File: src/rtl/shift_unit_seq.sv
// shift_unit_seq
//   Multi-cycle shift/rotate unit for the datapath ALU. Shifts operand A
//   (from Y) by the amount in operand B (from the bus) at up to STEP bit
//   positions per cycle. The control sequencer stalls its T-step on `done`
//   and then loads `result` into Z low.
//
// Parameters
//   WIDTH  operand/result width (power of two, >= 8)
//   STEP   max bit positions shifted per cycle (power of two, 1..WIDTH)
//   SHW    shift-amount width, derived from WIDTH
//
// Ports
//   clock   rising-edge clock
//   clear   synchronous active-high reset; aborts any operation
//   start   request, honoured only in IDLE or DONE
//   mode    000 SHL, 001 SHR, 010 SHRA, 011 ROL, 100 ROR, others pass-through
//   a       value to shift
//   b       shift amount; only b[SHW-1:0] is used
//   result  registered result, updated on entry to DONE
//   busy    high while shifting
//   done    one-cycle pulse per completed operation
//   cout    last bit shifted/rotated out (0 for a zero amount or pass-through)

module shift_unit_seq #(
  parameter int WIDTH = 32,
  parameter int STEP  = 1,
  parameter int SHW   = $clog2(WIDTH)
) (
  input  logic             clock,
  input  logic             clear,
  input  logic             start,
  input  logic [2:0]       mode,
  input  logic [WIDTH-1:0] a,
  input  logic [WIDTH-1:0] b,
  output logic [WIDTH-1:0] result,
  output logic             busy,
  output logic             done,
  output logic             cout
);

  typedef enum logic [1:0] {
    IDLE  = 2'b00,
    SHIFT = 2'b01,
    DONE  = 2'b10
  } state_t;

  localparam logic [2:0] MODE_SHL  = 3'b000;
  localparam logic [2:0] MODE_SHR  = 3'b001;
  localparam logic [2:0] MODE_SHRA = 3'b010;
  localparam logic [2:0] MODE_ROL  = 3'b011;
  localparam logic [2:0] MODE_ROR  = 3'b100;

  // One bit wider than an amount so that STEP == WIDTH is representable.
  localparam logic [SHW:0]       STEP_W = (SHW + 1)'(STEP);
  localparam logic [WIDTH-1:0]   ONES   = '1;

  state_t           state;
  logic [WIDTH-1:0] work;
  logic [2:0]       mode_q;
  logic [SHW-1:0]   rem;
  logic             sign_q;

  logic [SHW-1:0]   n_in;
  logic [SHW-1:0]   k;
  logic [SHW-1:0]   k_left_idx;
  logic [SHW-1:0]   k_right_idx;
  logic [WIDTH-1:0] step_val;
  logic             step_cout;
  logic             pass_mode;
  logic             unused_b_hi;

  assign unused_b_hi = ^b[WIDTH-1:SHW];

  always_comb begin
    n_in      = b[SHW-1:0];
    pass_mode = (mode > MODE_ROR);

    if ({1'b0, rem} < STEP_W) begin
      k = rem;
    end else begin
      k = STEP_W[SHW-1:0];
    end

    // Modulo-WIDTH arithmetic: '0 - k equals WIDTH - k because WIDTH = 2**SHW.
    k_left_idx  = '0 - k;
    k_right_idx = k - SHW'(1);

    step_val  = work;
    step_cout = 1'b0;
    case (mode_q)
      MODE_SHL: begin
        step_val  = work << k;
        step_cout = work[k_left_idx];
      end
      MODE_SHR: begin
        step_val  = work >> k;
        step_cout = work[k_right_idx];
      end
      MODE_SHRA: begin
        step_val  = (work >> k) | ({WIDTH{sign_q}} & ~(ONES >> k));
        step_cout = work[k_right_idx];
      end
      MODE_ROL: begin
        step_val  = (work << k) | (work >> k_left_idx);
        step_cout = work[k_left_idx];
      end
      MODE_ROR: begin
        step_val  = (work >> k) | (work << k_left_idx);
        step_cout = work[k_right_idx];
      end
      default: begin
        step_val  = work;
        step_cout = 1'b0;
      end
    endcase
  end

  always_ff @(posedge clock) begin
    if (clear) begin
      state  <= IDLE;
      work   <= '0;
      mode_q <= '0;
      rem    <= '0;
      sign_q <= 1'b0;
      result <= '0;
      cout   <= 1'b0;
    end else begin
      case (state)
        IDLE, DONE: begin
          if (start) begin
            work   <= a;
            mode_q <= mode;
            rem    <= n_in;
            sign_q <= a[WIDTH-1];
            if ((n_in == '0) || pass_mode) begin
              state  <= DONE;
              result <= a;
              cout   <= 1'b0;
            end else begin
              state <= SHIFT;
            end
          end else begin
            state <= IDLE;
          end
        end
        SHIFT: begin
          work <= step_val;
          rem  <= rem - k;
          if (rem == k) begin
            state  <= DONE;
            result <= step_val;
            cout   <= step_cout;
          end
        end
        default: state <= IDLE;
      endcase
    end
  end

  always_comb begin
    busy = (state == SHIFT);
    done = (state == DONE);
  end

endmodule

File: config.mk
export PLATFORM = sky130hd
export DESIGN_NAME = shift_unit_seq
export DESIGN_NICKNAME = d
export VERILOG_FILES = /design/src/rtl/shift_unit_seq.sv
export SDC_FILE = /design/constraint.sdc
export NUM_CORES = 1
export LEC_CHECK = 0
export CORE_MARGIN = 3
export CORE_UTILIZATION = 32
export DETAILED_ROUTE_END_ITERATION = 10
export PLACE_DENSITY = 0.54
export SLEW_MARGIN = 20
export SYNTH_ARGS = -nofsm -noshare
export SYNTH_HDL_FRONTEND = slang
export SYNTH_SLANG_ARGS = --single-unit
File: constraint.sdc
create_clock -name clock -period 5.35 [get_ports clock]
set_input_delay 1.07 -clock clock [delete_from_list [all_inputs] [get_ports clock]]
set_output_delay 1.07 -clock clock [all_outputs]
set_load 0.01 [all_outputs]
==> run metrics <==
status finished, final reports clean; CTS Buffer Depth 2; top-area cell type share of the netlist area 20.21%; row cnt 55; Core Area 22,850 sq um; maximum clock frequency 227.0 MHz; post-synthesis mux area share 12.63%; Ant. Diodes 0; max-cap viol count 0; initial antenna violation count 0; Tmin final 4.405 ns; r2r startpoint rem[1]; worst-margin pin slew 1.077 ns; Syn-to-layout area delta 17.75%; leak pwr roughly 3 nW; Slew HR 28.11%; delay-heaviest family, CP compound AO/OA/AOI/OAI gates; # setup viols final 0; Crit. Startpoint rem[1]; I/O pin count 105; Via density 6.726; worst r2r path cells 13; largest net degree at the start of global routing 66; adder-cell area share of the yosys netlist 0.8308%; DRC viols 0; Final Skew roughly 0.0086 ns; Starting DRT DRC Count 1,387; post-place instance area 8583 sq um; Max VDD drop 0.0001872 V; Crit Path Max Fanout 34; crit path max-delay cell type a2111oi_0; post-route ant nets 0; WHS around 0.46 ns; setup bufs post-CTS 0; Synth top cells by count a21oi_1 (102), clkbuf_1 (102), nor2_1 (102); DP Cell Count 1,362; post-DP HPWL 27,600 microns; DRT Wirelength 39,610 microns; Starting Density 32.96%; final setup margin 0.9451 ns; post_cts resized 0; final core utilization 38.81%; XOR/XNOR Fraction of Synth Area 0.3490%; WP data required about 5.6 ns; Setup crit start kind register; layout cell share with drive strength beyond 1 11.46%; Synth Area in Compound Gates 38.35%; Crit path largest cell delay 0.83 ns; Die Ht between 150 and 200 microns; htree depth 3; Design Area, Final 8866 sq um; FF-to-FF setup slack about 0.95 ns; CTS tree yes; Sink Count between 70 and 80; FFs w/ async S/R, synth 0%; CTS root buf clkbuf_16; Final Hold Viols 0; Post-synth EDFFs 0; CP Data Arrival Time 4.60 ns; Layout Nets 1,135; wire per inst 28.75 microns; grt ovf 0; Skew-Pair Late Insertion Delay 0.35 ns; CTS clk-pin slew, worst paths about 0.070 ns; Syn. warnings 0; Post-Synth Simple-Gate Area 19.97%; crit path cell chain or4_4 -> nor2_8 -> ha_2 -> clkinv_1 -> buf_4 -> ha_1 -> clkinv_1 -> buf_4 -> nand2_1 -> o22ai_1 -> a21oi_1 -> a2111oi_0 -> o41ai_1; global-route wire length before repair 58,940 microns; RR Endpoint result[6]; Seq/Total Area, Yosys 20.21%; Netlist cell types 81; Critical Path End Type register; Die ar. 25,410 sq um; Mean Syn Cell Area 7.164 sq um; Setup Crit Path Kind register to register; GPL Wtd Cong 0.9820; Area contributors post-synth dfxtp_1 (20%), mux4_2 (7.5%), a21oi_1 (6.8%); cts hold-fix bufs 0; largest family of logic cells by synthesized area compound AO/OA/AOI/OAI gates; non-filler instance count after layout 1,378; unrepaired setup endpoints after global routing no; Setup WS pre-CTS 1.041 ns; Power Density 343.3 nW/um^2; max-slew violations 0; Critical Path Stages 13; Synth Flop Type dfxtp_1; post-synthesis register bit count 76; number of global-route vias before repair approximately 8,700; Mapped Cells about 1,100; Vias between 9,000 and 10,000; worst hold path class register to register; CTS buffer count 9; PortBufs 77; area leader, netlist dfxtp_1; overall routing resource usage between 30 and 40%; Fin Setup TNS 0 ns; total iterations of the first detailed-routing run 6; Syn Std Cell Area about 7500 sq um; overall power 3.044 mW; die width 159.4 microns; Critical Path Sink result[6]; critical path buffer and inverter count 4; crit share post-route between 80 and 90%
## flip-flops by register name, indices dropped and copies added, names as in the netlist
register,flops
cout,1
mode_q,3
rem,5
result,32
sign_q,1
state,2
work,32
## layout make-up
cell class,instances,area (sq um)
Timing Repair Buffer,123,1124
Tap cell,313,391.6
Clock buffer,9,225.2
Inverter,18,70.07
Fill cell,2510,13980
Multi-Input combinational cell,832,5477
Clock inverter,7,57.56
Sequential cell,76,1521
## report_power, final
part | total [mW] | internal [mW] | leakage, nW | switching, mW
Sequential | 0.786 | 0.631 | 0.625 | 0.155
Clock | 0.599 | 0.321 | 0.134 | 0.278
Combinational | 1.66 | 0.608 | 2.26 | 1.05
Total | 3.04 | 1.56 | 3.02 | 1.48
## cell usage in the layout, fill, tap and decap left out, types with 6 or more instances in the layout
cell,instances
a21oi_1,102
a221oi_1,7
dfxtp_1,76
clkbuf_16,9
nor3_1,26
a22oi_1,14
o22ai_1,18
a2111oi_0,7
nor2_1,101
o31ai_1,14
mux2_2,12
inv_1,10
a21o_1,11
o211a_1,6
a31oi_1,26
o32ai_1,7
nand3_1,45
buf_4,45
o221ai_1,16
o21ai_0,87
o211ai_1,21
nor2b_1,6
mux2i_1,20
nand2_1,101
a2bb2oi_1,6
or2_2,7
o41ai_1,12
mux4_2,25
clkdlybuf4s50_1,76
a211oi_1,27
## layer usage
layer	up-vias	part of all wire, %	routed length [microns]	track usage (%)
met1	4468	42	16760	42.06
met3	123	11	4387	7.310
li1	4050	-	-	-
met5	-	0	0	0
met2	628	42	16640	44.75
met4	0	4.6	1823	12.06
## cells by family (layout without fill, tap and decap cells)
logic type / Yosys count / after routing
compound gates: 433 / 433
xor+xnor: 3 / 3
fa+ha+maj: 5 / 5
buf+inv: 145 / 157
flops: 76 / 76
mux: 59 / 59
other cells: 2 / 4
simple gates: 328 / 328
## worst min path at each step
stage,from,to,slack [ns],cells after the start
detailed placement,result[12],result[12],0.45,2
floorplan,sign_q,sign_q,0.46,2
global route,result[31],result[31],0.48,2
CTS,result[31],result[31],0.46,2
finish,result[31],result[31],0.46,2
global placement,result[31],result[31],0.45,2
## worst reg2reg max path: cells and delay by family (launching register included)
kind / cells / cell delay, ns
DFF: 1 / 0.36
adders and majority gates: 2 / 0.69
AOI/OAI and AO/OA: 4 / 1.22
buffers and inverters: 4 / 0.91
and+or+nand+nor: 3 / 1.07
Power figures use the tool's default switching activity.
